==> config.mk <==
export PLATFORM = sky130hd
export DESIGN_NAME = pwm_breathe_seq
export DESIGN_NICKNAME = d
export VERILOG_FILES = /design/src/rtl/pwm_breathe_pkg.sv /design/src/rtl/pwm_breathe_seq_pwm_gen.sv /design/src/rtl/pwm_breathe_seq.sv
export SDC_FILE = /design/constraint.sdc
export NUM_CORES = 1
export LEC_CHECK = 0
export CAP_MARGIN = 10
export CORE_ASPECT_RATIO = 1.75
export CORE_UTILIZATION = 40
export DETAILED_ROUTE_END_ITERATION = 8
export PLACE_DENSITY_LB_ADDON = 0.12
export SLEW_MARGIN = 0
export SYNTH_ARGS = -nofsm -noshare
export SYNTH_HDL_FRONTEND = slang
export SYNTH_SLANG_ARGS = --single-unit
==> constraint.sdc <==
create_clock -name clk -period 4.5 [get_ports clk]
set_clock_uncertainty 0.15 [all_clocks]
set_input_delay 1.35 -clock clk [delete_from_list [all_inputs] [get_ports clk]]
set_output_delay 1.35 -clock clk [all_outputs]
set_load 0.01 [all_outputs]
==> src/rtl/pwm_breathe_pkg.sv <==
// Shared types and 12 MHz board defaults for the breathing-LED sequencer.
// Optional build macro used by this slice: PWM_BREATHE_GAMMA_EN (see pwm_gen).
package pwm_breathe_pkg;

  typedef enum logic [2:0] {
    ST_IDLE      = 3'd0,
    ST_RAMP_UP   = 3'd1,
    ST_HOLD_HI   = 3'd2,
    ST_RAMP_DOWN = 3'd3,
    ST_HOLD_LO   = 3'd4
  } state_t;

  // 0->255 in unit steps takes ~0.5 s at 12 MHz with this divider
  localparam int unsigned DEF_DIV_12M  = 23529;
  localparam int unsigned DEF_STEP_12M = 1;
  localparam int unsigned DEF_HOLD_12M = 8;

  // Full-scale duty; also the PWM period in clocks
  function automatic int unsigned duty_max(input int unsigned w);
    return (32'd1 << w) - 32'd1;
  endfunction

endpackage

==> src/rtl/pwm_breathe_seq_pwm_gen.sv <==
// PWM generator: free-running period counter, duty latched at the period
// boundary, registered compare output.
// Build macro PWM_BREATHE_GAMMA_EN: latch a square-law corrected duty.
module pwm_gen
  import pwm_breathe_pkg::*;
#(
  parameter int unsigned DUTY_W = 8
) (
  input  logic              clk,
  input  logic              rst,
  input  logic              clr,
  input  logic [DUTY_W-1:0] duty,
  output logic              pwm_out
);

  localparam logic [DUTY_W-1:0] DUTY_TOP = DUTY_W'(duty_max(DUTY_W));
  localparam logic [DUTY_W-1:0] CNT_LAST = DUTY_W'(duty_max(DUTY_W) - 1);

  logic [DUTY_W-1:0] cnt;
  logic [DUTY_W-1:0] duty_act;
  logic [DUTY_W-1:0] duty_eff;

`ifdef PWM_BREATHE_GAMMA_EN
  logic [2*DUTY_W-1:0] duty_sq;

  // Square-law correction; full scale kept exact so it stays always-on
  always_comb begin
    duty_sq  = {{DUTY_W{1'b0}}, duty} * {{DUTY_W{1'b0}}, duty};
    duty_eff = (duty == DUTY_TOP) ? DUTY_TOP : duty_sq[2*DUTY_W-1:DUTY_W];
  end
`else
  // Linear duty straight through
  always_comb begin
    duty_eff = duty;
  end
`endif

  // Period counter 0..2^W-2, duty latched on wrap, compare registered
  always_ff @(posedge clk or posedge rst) begin
    if (rst) begin
      cnt      <= '0;
      duty_act <= '0;
      pwm_out  <= 1'b0;
    end else if (clr) begin
      cnt      <= '0;
      duty_act <= '0;
      pwm_out  <= 1'b0;
    end else begin
      pwm_out <= (cnt < duty_act);
      if (cnt == CNT_LAST) begin
        cnt      <= '0;
        duty_act <= duty_eff;
      end else begin
        cnt <= cnt + DUTY_W'(1);
      end
    end
  end

endmodule

==> src/rtl/pwm_breathe_seq.sv <==
// Breathing-envelope sequencer: ramp up, hold high, ramp down, hold low,
// driving an embedded PWM generator and an active-low LED pin.
// Build macro PWM_BREATHE_GAMMA_EN selects gamma-corrected PWM in pwm_gen.
module pwm_breathe_seq
  import pwm_breathe_pkg::*;
#(
  parameter int unsigned DUTY_W   = 8,
  parameter int unsigned DIV_W    = 16,
  parameter int unsigned HOLD_W   = 8,
  parameter int unsigned DEF_DIV  = DEF_DIV_12M,
  parameter int unsigned DEF_STEP = DEF_STEP_12M,
  parameter int unsigned DEF_HOLD = DEF_HOLD_12M
) (
  input  logic              clk,
  input  logic              rst,
  input  logic              en,
  input  logic              cfg_valid,
  output logic              cfg_ready,
  input  logic [DIV_W-1:0]  cfg_div,
  input  logic [DUTY_W-1:0] cfg_step,
  input  logic [HOLD_W-1:0] cfg_hold,
  output logic [DUTY_W-1:0] duty,
  output logic              duty_stb,
  output logic              pwm_out,
  output logic              nLED,
  output logic [2:0]        state,
  output logic              cycle_done
);

  localparam logic [DUTY_W-1:0] DUTY_TOP = DUTY_W'(duty_max(DUTY_W));

  state_t            st;
  logic [DIV_W-1:0]  div_r;
  logic [DIV_W-1:0]  pre_cnt;
  logic [DUTY_W-1:0] step_r;
  logic [HOLD_W-1:0] hold_r;
  logic [HOLD_W-1:0] hold_cnt;
  logic              tick;
  logic              hold_last;
  logic              pwm_clr;
  logic [DUTY_W:0]   up_sum;
  logic [DUTY_W:0]   dn_diff;
  logic [DUTY_W-1:0] up_next;
  logic [DUTY_W-1:0] dn_next;

  assign cfg_ready = (st == ST_IDLE);
  assign state     = st;
  assign nLED      = ~pwm_out;
  // Clearing on !en as well lets the forced-low PWM land on the same edge as IDLE
  assign pwm_clr   = (st == ST_IDLE) || !en;

  // Config registers, accepted only while idle; zero fields coerced to 1
  always_ff @(posedge clk or posedge rst) begin
    if (rst) begin
      div_r  <= DIV_W'(DEF_DIV);
      step_r <= DUTY_W'(DEF_STEP);
      hold_r <= HOLD_W'(DEF_HOLD);
    end else if (cfg_valid && cfg_ready) begin
      div_r  <= (cfg_div  == '0) ? DIV_W'(1)  : cfg_div;
      step_r <= (cfg_step == '0) ? DUTY_W'(1) : cfg_step;
      hold_r <= (cfg_hold == '0) ? HOLD_W'(1) : cfg_hold;
    end
  end

  // Tick prescaler, parked at zero while idle
  always_ff @(posedge clk or posedge rst) begin
    if (rst) begin
      pre_cnt <= '0;
    end else if (st == ST_IDLE || tick) begin
      pre_cnt <= '0;
    end else begin
      pre_cnt <= pre_cnt + DIV_W'(1);
    end
  end

  // Tick strobe, saturating ramp arithmetic and hold terminal count
  always_comb begin
    tick      = (st != ST_IDLE) && (pre_cnt == div_r - DIV_W'(1));
    up_sum    = {1'b0, duty} + {1'b0, step_r};
    dn_diff   = {1'b0, duty} - {1'b0, step_r};
    up_next   = up_sum[DUTY_W] ? DUTY_TOP : up_sum[DUTY_W-1:0];
    dn_next   = dn_diff[DUTY_W] ? '0 : dn_diff[DUTY_W-1:0];
    hold_last = (hold_cnt == hold_r - HOLD_W'(1));
  end

  // Envelope FSM with registered duty, strobe and end-of-cycle pulse
  always_ff @(posedge clk or posedge rst) begin
    if (rst) begin
      st         <= ST_IDLE;
      duty       <= '0;
      duty_stb   <= 1'b0;
      cycle_done <= 1'b0;
      hold_cnt   <= '0;
    end else begin
      duty_stb   <= 1'b0;
      cycle_done <= 1'b0;
      if (st != ST_IDLE && !en) begin
        st       <= ST_IDLE;
        duty     <= '0;
        duty_stb <= (duty != '0);
      end else begin
        case (st)
          ST_IDLE: begin
            if (en) begin
              st   <= ST_RAMP_UP;
              duty <= '0;
            end
          end
          ST_RAMP_UP: begin
            if (tick) begin
              duty     <= up_next;
              duty_stb <= (up_next != duty);
              if (up_next == DUTY_TOP) begin
                st       <= ST_HOLD_HI;
                hold_cnt <= '0;
              end
            end
          end
          ST_HOLD_HI: begin
            if (tick) begin
              if (hold_last) st <= ST_RAMP_DOWN;
              else           hold_cnt <= hold_cnt + HOLD_W'(1);
            end
          end
          ST_RAMP_DOWN: begin
            if (tick) begin
              duty     <= dn_next;
              duty_stb <= (dn_next != duty);
              if (dn_next == '0) begin
                st       <= ST_HOLD_LO;
                hold_cnt <= '0;
              end
            end
          end
          ST_HOLD_LO: begin
            if (tick) begin
              if (hold_last) begin
                st         <= ST_RAMP_UP;
                cycle_done <= 1'b1;
              end else begin
                hold_cnt <= hold_cnt + HOLD_W'(1);
              end
            end
          end
          default: st <= ST_IDLE;
        endcase
      end
    end
  end

  pwm_gen #(
    .DUTY_W (DUTY_W)
  ) u_pwm_gen (
    .clk     (clk),
    .rst     (rst),
    .clr     (pwm_clr),
    .duty    (duty),
    .pwm_out (pwm_out)
  );

endmodule

==> impl_metrics.xml, run 1 <==
<?xml version="1.0" encoding="UTF-8"?>
<metrics>
  <group name="outcome">
    <metric name="run_status" unit="">completed</metric>
  </group>
  <group name="clock_network">
    <metric name="clock-root-buffer" unit="">clkbuf_16</metric>
    <metric name="cts_tree" unit="">done</metric>
    <metric name="clk_path_buf_depth" unit="">2</metric>
    <metric name="cts-resized-gates" unit="">0</metric>
    <metric name="cts-hold-fix-buffers" unit="">0</metric>
    <metric name="cts_setup_buffers" unit="">0</metric>
    <metric name="cts.clk_slew.worst_paths" unit="ps">80</metric>
    <metric name="cts.htree.levels" unit="">3</metric>
    <metric name="cts_buffers" unit="">9</metric>
    <metric name="clock_sinks" unit="">86</metric>
    <metric name="clk-insertion-delay-late" unit="ps">350</metric>
  </group>
  <group name="finish">
    <metric name="fillCellCount" unit="">1464</metric>
    <metric name="drive_above_1_share" unit="%">11.14</metric>
    <metric name="seqCellArea" unit="um^2">2167</metric>
    <metric name="multi_input_area" unit="um^2">3627</metric>
    <metric name="layout-area-overhead-vs-synth" unit="%">16.72</metric>
    <metric name="antenna_cells" unit="">0</metric>
    <metric name="nNetsFinal" unit="">780</metric>
  </group>
  <group name="floorplanning">
    <metric name="floorplan.initialDensity" unit="%">40.85</metric>
    <metric name="die_height" unit="um">164.4</metric>
    <metric name="num_rows" unit="">59</metric>
    <metric name="io_count" unit="">52</metric>
    <metric name="coreArea" unit="um^2">14760</metric>
    <metric name="die_span_in_x" unit="um">94.82</metric>
    <metric name="die-area" unit="um^2">15590</metric>
  </group>
  <group name="routing">
    <metric name="ant_nets" unit="">0</metric>
    <metric name="drc_errors" unit="">0</metric>
    <metric name="detailroute.via_count" unit="">5116</metric>
    <metric name="routed_via_density" unit="">5.678</metric>
    <metric name="detailedRoute.firstPassIterationCount" unit="">4</metric>
    <metric name="drt_iter0_drc" unit="">165</metric>
    <metric name="routed_wire_length_per_instance" unit="um">17.94</metric>
    <metric name="wl" unit="um">16160</metric>
  </group>
  <group name="sta">
    <metric name="grt_setup_unrepaired" unit="">false</metric>
    <metric name="whs" unit="ps">370.4</metric>
    <metric name="clock.fmax" unit="GHz">0.2506</metric>
    <metric name="timing.setup.tns" unit="ps">0</metric>
    <metric name="worst-slew-pin-transition" unit="ps">693.3</metric>
    <metric name="finalSetupViolations" unit="">0</metric>
    <metric name="maxSlewViolCount" unit="">0</metric>
    <metric name="hold_violations" unit="">0</metric>
    <metric name="timing.slew.headroom" unit="%">53.78</metric>
    <metric name="layout_worst_path_cycle_share" unit="%">88.68</metric>
    <metric name="layout_min_cycle_time" unit="ps">3990</metric>
  </group>
  <group name="logic_synthesis">
    <metric name="synthesis.nets" unit="">733</metric>
    <metric name="yosysTopAreaCell" unit="">dfrtp_1</metric>
    <metric name="post_synth_inst_count" unit="">666</metric>
    <metric name="post_synth.cell_area_avg" unit="um^2">9.055</metric>
    <metric name="number_of_enable_type_register_cells_in_the_synthesized_netlist" unit="">0</metric>
    <metric name="synthTopCellsByArea" unit="">dfrtp_1, ha_1, dfstp_2</metric>
    <metric name="synth_flop_cell" unit="">dfrtp_1</metric>
    <metric name="synth_cell_type_count" unit="">72</metric>
    <metric name="post_synth_instance_area" unit="um^2">6031</metric>
    <metric name="synth-async-reset-ratio" unit="%">100.0</metric>
    <metric name="yosys_warnings" unit="">0</metric>
    <metric name="synth.ff_latch_count" unit="">86</metric>
    <metric name="netlist.area_leader.share" unit="%">30.71</metric>
    <metric name="ys_seq_area_share" unit="%">35.93</metric>
  </group>
  <group name="global_route">
    <metric name="grt_pass1_vias" unit="">5226</metric>
    <metric name="global_route_wire_length_before_repair" unit="um">26440</metric>
    <metric name="grt_remaining_overflow" unit="">0</metric>
    <metric name="largest_net_degree_at_the_start_of_global_routing" unit="">52</metric>
    <metric name="antenna_found_initial" unit="">0</metric>
    <metric name="grt_usage" unit="%">22.34</metric>
  </group>
  <group name="placed_design">
    <metric name="detailed_place_hpwl" unit="um">12600</metric>
    <metric name="finalWeightedCongestion" unit="">0.8909</metric>
    <metric name="io_buffers" unit="">51</metric>
  </group>
  <group name="setup_path">
    <metric name="worst_ep_arrival_time" unit="ps">4090</metric>
    <metric name="worst_path_max_delay_cell" unit="">dfrtp_1</metric>
    <metric name="critPathKind" unit="">reg2reg</metric>
    <metric name="worst_setup_path_start_kind" unit="">register</metric>
    <metric name="critPathMaxFanout" unit="">9</metric>
    <metric name="worst-path-buf-inv" unit="">0</metric>
    <metric name="worstSetupEndpointType" unit="">register</metric>
    <metric name="critPathTopFamily" unit="">compound AO/OA/AOI/OAI gates</metric>
    <metric name="ff2ff_setup_slack" unit="ps">510</metric>
    <metric name="critical_path_required" unit="ps">4600</metric>
    <metric name="path_cells" unit="">ha_1, and2b_1, a211oi_1, mux2_4, a2111oi_4, a31oi_1, o31a_1, or3_1, or2_0, o31ai_2</metric>
    <metric name="slowest_delay" unit="ps">460</metric>
  </group>
  <group name="pwr">
    <metric name="largest_voltage_drop_on_the_vdd_net" unit="mV">0.2932</metric>
    <metric name="power.static_leakage" unit="nW">2.919</metric>
    <metric name="power.total" unit="mW">4.342</metric>
    <metric name="p_per_area" unit="nW/um^2">616.8</metric>
  </group>
  <group name="job">
    <metric name="drv.max_cap_violation_count" unit="">0</metric>
  </group>
  <group name="min_path">
    <metric name="worstHoldPathType" unit="">reg2reg</metric>
  </group>
</metrics>
## synth_stat cells (all sizes together), types with 15 or more instances
cell type  number
nand3          26
mux2           24
nand2b         15
nor3           17
a21oi          29
inv            36
dfrtp          74
o21ai          35
nor2           74
clkbuf         18
a31oi          15
ha             29
xnor2          34
nor4           15
xor2           29
nand2          38
## kinds of logic (layout without fill, tap and decap cells)
kind of cell | after synthesis | after routing | synth area share (%)
AO/OA/AOI/OAI | 137 | 137 | 15.44
XOR/XNOR | 63 | 63 | 9.149
adder cells (fa/ha/maj) | 32 | 32 | 6.847
buffers and inverters | 60 | 112 | 3.921
flip-flops | 86 | 86 | 35.93
multiplexers | 38 | 38 | 6.867
AND/OR/NAND/NOR | 250 | 250 | 21.85
## metal layers
| metal | share of wire (%) | wire (um) | global-route usage, % | up-vias |
|---|---|---|---|---|
| met1 | 37 | 6054 | 23.29 | 2474 |
| li1 | - | - | - | 2464 |
| met2 | 54 | 8726 | 40.91 | 128 |
| met4 | 6.0 | 975 | 13.98 | 0 |
| met3 | 2.5 | 406 | 3.269 | 50 |
| met5 | 0 | 0 | 0 | - |
## power by group
group,total [mW],internal [mW],switching (mW)
sequential,1.27,0.998,0.275
combinational,2.32,0.969,1.35
clock,0.747,0.388,0.359
## per-stage QoR
stage	instance area (um^2)	setup WS [ps]	instances	utilization [%]
after floorplan	6031	798.0	666	-
after global placement	6750	612.2	885	45.72
after detailed placement	6750	529.7	885	45.72
after CTS	7039	513.9	901	47.68
after global routing	7039	348.8	901	47.68
final	7039	509.6	901	47.68
## area by class of cell
cell class / count / share of cell area [%]
clock buffer: 9 / 3.199
clock inverter: 7 / 0.9065
sequential: 86 / 30.79
multi-input combinational: 520 / 51.53
inverter: 36 / 1.937
timing repair buffer: 60 / 8.390
tap: 183 / 3.253
## sequential cells by signal, indices dropped and copies added (netlist names)
name                count
div_r                  16
pre_cnt                16
duty                    8
hold_cnt                8
hold_r                  8
step_r                  8
u_pwm_gen.cnt           8
u_pwm_gen.duty_act      8
state                   3
cycle_done              1
duty_stb                1
u_pwm_gen.pwm_out       1
## final timing paths
path,from,to,cells after the start
worst max-delay path,duty[2]$_DFFE_PP0P_,hold_cnt[4]$_DFFE_PP0P_,10
worst min-delay path,step_r[0]$_DFFE_PP1P_,step_r[0]$_DFFE_PP1P_,2
worst max register to register,duty[2]$_DFFE_PP0P_,hold_cnt[4]$_DFFE_PP0P_,10
worst min register to register,step_r[0]$_DFFE_PP1P_,step_r[0]$_DFFE_PP1P_,2
max in group asynchronous,rst,div_r[6]$_DFFE_PP1P_,3
min in group asynchronous,rst,step_r[4]$_DFFE_PP0P_,2
## layout by cell type (no fill, tap or decap), types with 5 or more instances in the layout
| cell | synthesis | routed |
|---|---|---|
| nor3_1 | 16 | 16 |
| nor4_1 | 13 | 13 |
| a211oi_1 | 11 | 11 |
| ha_1 | 29 | 29 |
| nand2_1 | 38 | 38 |
| nand2b_1 | 15 | 15 |
| o21ai_1 | 7 | 7 |
| a21oi_1 | 28 | 28 |
| dfrtp_1 | 74 | 74 |
| o31ai_2 | 5 | 5 |
| xor2_1 | 29 | 29 |
| a21o_1 | 6 | 6 |
| a311oi_1 | 5 | 5 |
| nand3_1 | 26 | 26 |
| xnor2_1 | 34 | 34 |
| mux2i_1 | 14 | 14 |
| buf_4 | 0 | 8 |
| dfstp_2 | 12 | 12 |
| nor2b_1 | 11 | 11 |
| mux2_2 | 23 | 23 |
| clkdlybuf4s50_1 | 0 | 51 |
| o21ai_0 | 28 | 28 |
| nor2_1 | 74 | 74 |
| inv_1 | 36 | 35 |
| and3_1 | 11 | 11 |
| nand4_1 | 5 | 5 |
| clkbuf_16 | 0 | 9 |
| or3_1 | 7 | 7 |
| a31oi_1 | 15 | 15 |
## tightest hold or removal path, delay by kind of cell (launching register included)
kind            cells  cell delay (ps)
simple gates        1               90
compound gates      1               50
flops               1              380
(Power assumes the default switching activity.)
==> inputs of run 2 (changes only) <==
Settings changed: CORE_MARGIN from default to 2.
==> run 2 against run 1 <==
Sequential power about the same. Global-route usage down 1.7 points. Critical endpoint is now hold_cnt[3]$_DFFE_PP0P_. Cell count is 0.11% higher. Sequential share of layout area is 0.071 points lower. Die area is 3.4% higher. Via count increased by 0.59%. Non-clock buffer count rose by 1. Worst hold slack gained 6.9 ps.
==> impl_metrics.xml, run 2 (synthesized netlist as in run 1, its figures left out) <==
<?xml version="1.0" encoding="UTF-8"?>
<metrics>
  <group name="global_route">
    <metric name="largest_net_degree_at_the_start_of_global_routing" unit="">55</metric>
    <metric name="grt_pass1_vias" unit="">5338</metric>
    <metric name="antenna_found_initial" unit="">0</metric>
    <metric name="global_route_wire_length_before_repair" unit="um">26910</metric>
    <metric name="grt_usage" unit="%">20.61</metric>
    <metric name="grt_remaining_overflow" unit="">0</metric>
  </group>
  <group name="min_path">
    <metric name="whs_path_depth" unit="">2</metric>
    <metric name="min_delay_worst_endpoint" unit="">step_r[0]$_DFFE_PP1P_</metric>
    <metric name="worstHoldStart" unit="">step_r[0]$_DFFE_PP1P_</metric>
    <metric name="worstHoldPathType" unit="">reg2reg</metric>
  </group>
  <group name="clock_network">
    <metric name="clk_path_buf_depth" unit="">2</metric>
    <metric name="cts-resized-gates" unit="">0</metric>
    <metric name="cts-hold-fix-buffers" unit="">0</metric>
    <metric name="cts.clk_slew.worst_paths" unit="ps">70</metric>
    <metric name="cts_setup_buffers" unit="">0</metric>
    <metric name="cts_buffers" unit="">9</metric>
    <metric name="clk-insertion-delay-late" unit="ps">350</metric>
    <metric name="cts_tree" unit="">done</metric>
    <metric name="clock_sinks" unit="">86</metric>
    <metric name="cts.htree.levels" unit="">3</metric>
    <metric name="clock-root-buffer" unit="">clkbuf_16</metric>
  </group>
  <group name="sta">
    <metric name="timing.slew.headroom" unit="%">57.21</metric>
    <metric name="clock.fmax" unit="GHz">0.2504</metric>
    <metric name="maxSlewViolCount" unit="">0</metric>
    <metric name="layout_worst_path_cycle_share" unit="%">88.76</metric>
    <metric name="finalSetupViolations" unit="">0</metric>
    <metric name="worst-slew-pin-transition" unit="ps">636.2</metric>
    <metric name="layout_min_cycle_time" unit="ps">3994</metric>
    <metric name="grt_setup_unrepaired" unit="">false</metric>
    <metric name="hold_violations" unit="">0</metric>
    <metric name="timing.setup.tns" unit="ps">0</metric>
  </group>
  <group name="floorplanning">
    <metric name="num_rows" unit="">59</metric>
    <metric name="io_count" unit="">52</metric>
    <metric name="die_height" unit="um">166.4</metric>
    <metric name="die-area" unit="um^2">16110</metric>
    <metric name="coreArea" unit="um^2">14840</metric>
    <metric name="die_span_in_x" unit="um">96.82</metric>
    <metric name="floorplan.initialDensity" unit="%">40.64</metric>
  </group>
  <group name="pwr">
    <metric name="p_per_area" unit="nW/um^2">618.0</metric>
    <metric name="power.total" unit="mW">4.360</metric>
    <metric name="largest_voltage_drop_on_the_vdd_net" unit="mV">0.3257</metric>
    <metric name="power.static_leakage" unit="nW">2.931</metric>
  </group>
  <group name="setup_path">
    <metric name="critical_path_required" unit="ps">4600</metric>
    <metric name="ff2ff_setup_slack" unit="ps">510</metric>
    <metric name="worst_ep_arrival_time" unit="ps">4090</metric>
    <metric name="r2r_end" unit="">hold_cnt[3]$_DFFE_PP0P_</metric>
    <metric name="worst-path-buf-inv" unit="">0</metric>
    <metric name="worstSetupEndpointType" unit="">register</metric>
    <metric name="critPathKind" unit="">reg2reg</metric>
    <metric name="worst_setup_path_start_kind" unit="">register</metric>
    <metric name="crit_path_start" unit="">duty[2]$_DFFE_PP0P_</metric>
    <metric name="critPathMaxFanout" unit="">9</metric>
    <metric name="critPathTopFamily" unit="">compound AO/OA/AOI/OAI gates</metric>
    <metric name="slowest_delay" unit="ps">460</metric>
    <metric name="r2r.worst_path.cells" unit="">10</metric>
    <metric name="critical_path.reg2reg.startpoint" unit="">duty[2]$_DFFE_PP0P_</metric>
    <metric name="path_cells" unit="">ha_1, and2b_1, a211oi_1, mux2_4, a2111oi_4, a31oi_1, o31a_1, or3_1, or2_0, o31ai_2</metric>
    <metric name="worst_path_max_delay_cell" unit="">dfrtp_1</metric>
  </group>
  <group name="routing">
    <metric name="met3_length" unit="um">413</metric>
    <metric name="ant_nets" unit="">0</metric>
    <metric name="wl" unit="um">16210</metric>
    <metric name="drt_iter0_drc" unit="">250</metric>
    <metric name="detailedRoute.firstPassIterationCount" unit="">4</metric>
    <metric name="routed_wire_length_per_instance" unit="um">17.97</metric>
    <metric name="drc_errors" unit="">0</metric>
    <metric name="met2_wirelength" unit="um">8901</metric>
    <metric name="routed_via_density" unit="">5.705</metric>
    <metric name="routedLengthMet1" unit="um">6123</metric>
    <metric name="detailroute.via_count" unit="">5146</metric>
    <metric name="highest_layer" unit="">met4</metric>
  </group>
  <group name="finish">
    <metric name="commonest_cells_after_routing_fill_and_taps_aside" unit="">nor2_1, dfrtp_1, clkdlybuf4s50_1</metric>
    <metric name="antenna_cells" unit="">0</metric>
    <metric name="drive_above_1_share" unit="%">11.27</metric>
    <metric name="nNetsFinal" unit="">781</metric>
    <metric name="layout-area-overhead-vs-synth" unit="%">16.99</metric>
    <metric name="largestRegisters" unit="">div_r (16), pre_cnt (16)</metric>
  </group>
  <group name="placed_design">
    <metric name="detailed_place_hpwl" unit="um">12550</metric>
    <metric name="io_buffers" unit="">51</metric>
    <metric name="finalWeightedCongestion" unit="">0.9419</metric>
  </group>
  <group name="job">
    <metric name="drv.max_cap_violation_count" unit="">0</metric>
  </group>
  <group name="outcome">
    <metric name="run_status" unit="">completed</metric>
  </group>
</metrics>
run 2: changes by cell type in the layout (fill, tap and decap cells not counted), sizes merged:
cell,delta
clkinv,+1
buf,+1
clkinvlp,-1
run 2: cell type report:
class,count,area [um^2]
clock buffer,9,225.2
clock inverter,7,72.57
fill,1410,7782
inverter,36,136.4
multi-input combinational,520,3627
sequential,86,2167
tap,183,229.0
timing repair buffer,61,598.1
run 2: stage by stage:
step	cell area [um^2]	util (%)	hold WS (ps)	cells	setup WS [ps]
finish	7056	47.55	377.3	902	506.0
global route	7056	47.55	389.7	902	316.2
CTS	7056	47.55	382.2	902	524.0
detailed placement	6758	45.54	365.3	886	532.1
global placement	6758	45.54	361.2	886	628.9
floorplan	6031	-	330.8	666	798.0
run 2: power by group:
group	switching (mW)	internal (mW)	total, mW
clock network	0.361	0.392	0.754
registers	0.275	0.998	1.27
logic	1.36	0.975	2.33
run 2: how the worst max path moves through the flow:
stage	to	slack [ps]	cells past startpoint
floorplan	cycle_done$_DFF_PP0_	800	1
global placement	hold_cnt[4]$_DFFE_PP0P_	630	10
detailed placement	hold_cnt[7]$_DFFE_PP0P_	530	10
CTS	hold_cnt[3]$_DFFE_PP0P_	520	10
global route	hold_cnt[4]$_DFFE_PP0P_	320	10
finish	hold_cnt[3]$_DFFE_PP0P_	510	10
run 2: routing by layer:
layer  track usage [%]  vias to the layer above
li1                  -                     2474
met1             21.75                     2505
met2             39.61                      124
met3             2.392                       43
met4             10.17                        0
met5                 0                        -
run 2: worst reg2reg max path: stages, from the launching register on:
cell,delay (ps)
dfrtp_1,460
ha_1,430
and2b_1,220
a211oi_1,360
mux2_4,350
a2111oi_4,400
a31oi_1,150
o31a_1,330
or3_1,410
or2_0,370
o31ai_2,250
==> inputs of run 3 (changes only) <==
Settings changed: CORE_UTILIZATION 40 to 56.
==> run 3 against run 2 <==
Highest routed layer unchanged. Worst setup slack got worse by 33 ps. Critical endpoint is now hold_cnt[4]$_DFFE_PP0P_. Largest power group unchanged. Die area decreased by 28%. Maximum frequency down 0.81%.
==> impl_metrics.xml, run 3 (synthesized netlist as in run 1, its figures left out) <==
<?xml version="1.0" encoding="UTF-8"?>
<metrics>
  <group name="sta">
    <metric name="finalSetupViolations" unit="">0</metric>
    <metric name="timing.setup.tns" unit="ps">0</metric>
    <metric name="maxSlewViolCount" unit="">0</metric>
    <metric name="hold_violations" unit="">0</metric>
    <metric name="clock.fmax" unit="GHz">0.2483</metric>
    <metric name="layout_worst_path_cycle_share" unit="%">89.48</metric>
    <metric name="post-route-worst-setup-slack" unit="ps">473.3</metric>
    <metric name="whs" unit="ps">380.3</metric>
    <metric name="layout_min_cycle_time" unit="ps">4027</metric>
    <metric name="worst-slew-pin-transition" unit="ps">942.0</metric>
    <metric name="timing.slew.headroom" unit="%">36.40</metric>
    <metric name="grt_setup_unrepaired" unit="">false</metric>
  </group>
  <group name="routing">
    <metric name="detailroute.via_count" unit="">5226</metric>
    <metric name="routedLengthMet1" unit="um">5936</metric>
    <metric name="met2_wirelength" unit="um">8701</metric>
    <metric name="wl" unit="um">16080</metric>
    <metric name="routed_wire_length_per_instance" unit="um">18.94</metric>
    <metric name="ant_nets" unit="">0</metric>
    <metric name="drc_errors" unit="">0</metric>
    <metric name="met3_length" unit="um">527</metric>
    <metric name="highest_layer" unit="">met4</metric>
    <metric name="drt_iter0_drc" unit="">286</metric>
    <metric name="routed_via_density" unit="">6.155</metric>
    <metric name="detailedRoute.firstPassIterationCount" unit="">5</metric>
  </group>
  <group name="finish">
    <metric name="final-instance-count-excl-fill" unit="">849</metric>
    <metric name="nNetsFinal" unit="">781</metric>
    <metric name="layout-area-overhead-vs-synth" unit="%">15.54</metric>
    <metric name="layout.core_utilization" unit="%">65.91</metric>
    <metric name="fillCellCount" unit="">892</metric>
    <metric name="antenna_cells" unit="">0</metric>
    <metric name="largestRegisters" unit="">div_r (16), pre_cnt (16)</metric>
    <metric name="final_area" unit="um^2">6968</metric>
    <metric name="commonest_cells_after_routing_fill_and_taps_aside" unit="">nor2_1, dfrtp_1, clkdlybuf4s50_1</metric>
    <metric name="drive_above_1_share" unit="%">11.27</metric>
  </group>
  <group name="placed_design">
    <metric name="io_buffers" unit="">51</metric>
    <metric name="place_inst" unit="">833</metric>
    <metric name="detailed_place_hpwl" unit="um">12310</metric>
    <metric name="finalWeightedCongestion" unit="">0.8853</metric>
    <metric name="pre_cts_setup_slack" unit="ps">469.1</metric>
    <metric name="post_place_cell_area" unit="um^2">6679</metric>
  </group>
  <group name="setup_path">
    <metric name="critPathKind" unit="">reg2reg</metric>
    <metric name="worst-path-buf-inv" unit="">0</metric>
    <metric name="ff2ff_setup_slack" unit="ps">470</metric>
    <metric name="worst_ep_arrival_time" unit="ps">4130</metric>
    <metric name="critical_path.reg2reg.startpoint" unit="">duty[2]$_DFFE_PP0P_</metric>
    <metric name="critPathMaxFanout" unit="">9</metric>
    <metric name="worst_setup_path_endpoint" unit="">hold_cnt[4]$_DFFE_PP0P_</metric>
    <metric name="worst_path_max_delay_cell" unit="">dfrtp_1</metric>
    <metric name="crit_path_start" unit="">duty[2]$_DFFE_PP0P_</metric>
    <metric name="r2r.worst_path.cells" unit="">10</metric>
    <metric name="worst_setup_path_start_kind" unit="">register</metric>
    <metric name="worstSetupEndpointType" unit="">register</metric>
    <metric name="path_cells" unit="">ha_1, and2b_1, a211oi_1, mux2_4, a2111oi_4, a31oi_1, o31a_1, or3_1, or2_0, o31ai_2</metric>
    <metric name="critical_path_required" unit="ps">4610</metric>
    <metric name="depth_of_the_critical_timing_path_with_buffers_and_inverters_included" unit="">10</metric>
    <metric name="r2r_end" unit="">hold_cnt[4]$_DFFE_PP0P_</metric>
    <metric name="slowest_delay" unit="ps">470</metric>
    <metric name="critPathTopFamily" unit="">compound AO/OA/AOI/OAI gates</metric>
  </group>
  <group name="job">
    <metric name="drv.max_cap_violation_count" unit="">0</metric>
  </group>
  <group name="outcome">
    <metric name="run_status" unit="">completed</metric>
  </group>
  <group name="clock_network">
    <metric name="clock-root-buffer" unit="">clkbuf_16</metric>
    <metric name="cts_tree" unit="">done</metric>
    <metric name="cts.htree.levels" unit="">3</metric>
    <metric name="clk-insertion-delay-late" unit="ps">350</metric>
    <metric name="cts-resized-gates" unit="">0</metric>
    <metric name="cts_setup_buffers" unit="">0</metric>
    <metric name="clock_sinks" unit="">86</metric>
    <metric name="cts-hold-fix-buffers" unit="">0</metric>
    <metric name="cts_buffers" unit="">9</metric>
    <metric name="cts.clk_slew.worst_paths" unit="ps">80</metric>
    <metric name="clk_path_buf_depth" unit="">2</metric>
  </group>
  <group name="floorplanning">
    <metric name="io_count" unit="">52</metric>
    <metric name="die-area" unit="um^2">11650</metric>
    <metric name="coreArea" unit="um^2">10570</metric>
    <metric name="floorplan.initialDensity" unit="%">57.04</metric>
    <metric name="die_height" unit="um">141.3</metric>
    <metric name="num_rows" unit="">50</metric>
    <metric name="die_span_in_x" unit="um">82.45</metric>
  </group>
  <group name="global_route">
    <metric name="largest_net_degree_at_the_start_of_global_routing" unit="">50</metric>
    <metric name="grt_remaining_overflow" unit="">0</metric>
    <metric name="grt_pass1_vias" unit="">5248</metric>
    <metric name="global_route_wire_length_before_repair" unit="um">25580</metric>
    <metric name="grt_usage" unit="%">28.78</metric>
    <metric name="antenna_found_initial" unit="">0</metric>
  </group>
  <group name="pwr">
    <metric name="power.static_leakage" unit="nW">2.920</metric>
    <metric name="power.total" unit="mW">4.331</metric>
    <metric name="p_per_area" unit="nW/um^2">621.6</metric>
    <metric name="largest_voltage_drop_on_the_vdd_net" unit="mV">0.4010</metric>
  </group>
  <group name="min_path">
    <metric name="worstHoldPathType" unit="">reg2reg</metric>
  </group>
</metrics>
-- run 3: cell count changes in the layout (fill, tap and decap cells not counted), sizes merged --
cell      before  now
clkinv         3    2
clkinvlp       1    2
-- run 3: how the worst min path moves through the flow --
stage,depth (start not counted),endpoint,slack (ps),from
finish,2,u_pwm_gen.duty_act[5]$_DFFE_PP0P_,380,u_pwm_gen.duty_act[5]$_DFFE_PP0P_
global route,1,div_r[15]$_DFFE_PP0P_,390,div_r[15]$_DFFE_PP0P_
CTS,2,u_pwm_gen.duty_act[5]$_DFFE_PP0P_,380,u_pwm_gen.duty_act[5]$_DFFE_PP0P_
detailed placement,2,u_pwm_gen.duty_act[5]$_DFFE_PP0P_,360,u_pwm_gen.duty_act[5]$_DFFE_PP0P_
global placement,2,u_pwm_gen.duty_act[6]$_DFFE_PP0P_,360,u_pwm_gen.duty_act[6]$_DFFE_PP0P_
floorplan,1,hold_cnt[7]$_DFFE_PP0P_,330,hold_cnt[7]$_DFFE_PP0P_
-- run 3: where the power goes --
part / total, mW / leakage, nW / switching [mW] / internal [mW]
Combinational: 2.33 / 1.67 / 1.37 / 0.958
Clock: 0.734 / 0.136 / 0.347 / 0.387
Sequential: 1.27 / 1.12 / 0.267 / 0.999
Total: 4.33 / 2.92 / 1.99 / 2.34
-- run 3: area by class of cell --
type                    instances  area [um^2]  share of cell area [%]
well taps                     130        162.7                   2.334
inverters                      36        136.4                   1.957
clock buffers                   9        225.2                   3.232
flip-flops and latches         86         2167                   31.10
repair buffers                 61        585.6                   8.404
clock inverters                 7        63.81                  0.9158
multi-input cells             520         3627                   52.06
-- run 3: tightest hold or removal path, delay by kind of cell, from the launching register on --
kind | cells | cell delay [ps]
multiplexers | 1 | 70
AND/OR/NAND/NOR | 1 | 70
flip-flops | 1 | 350
-- run 3: per-layer routing --
layer	GRT usage, %	vias up
met3	3.753	52
li1	-	2473
met1	30.07	2540
met2	52.50	161
met5	0	-
met4	16.84	0
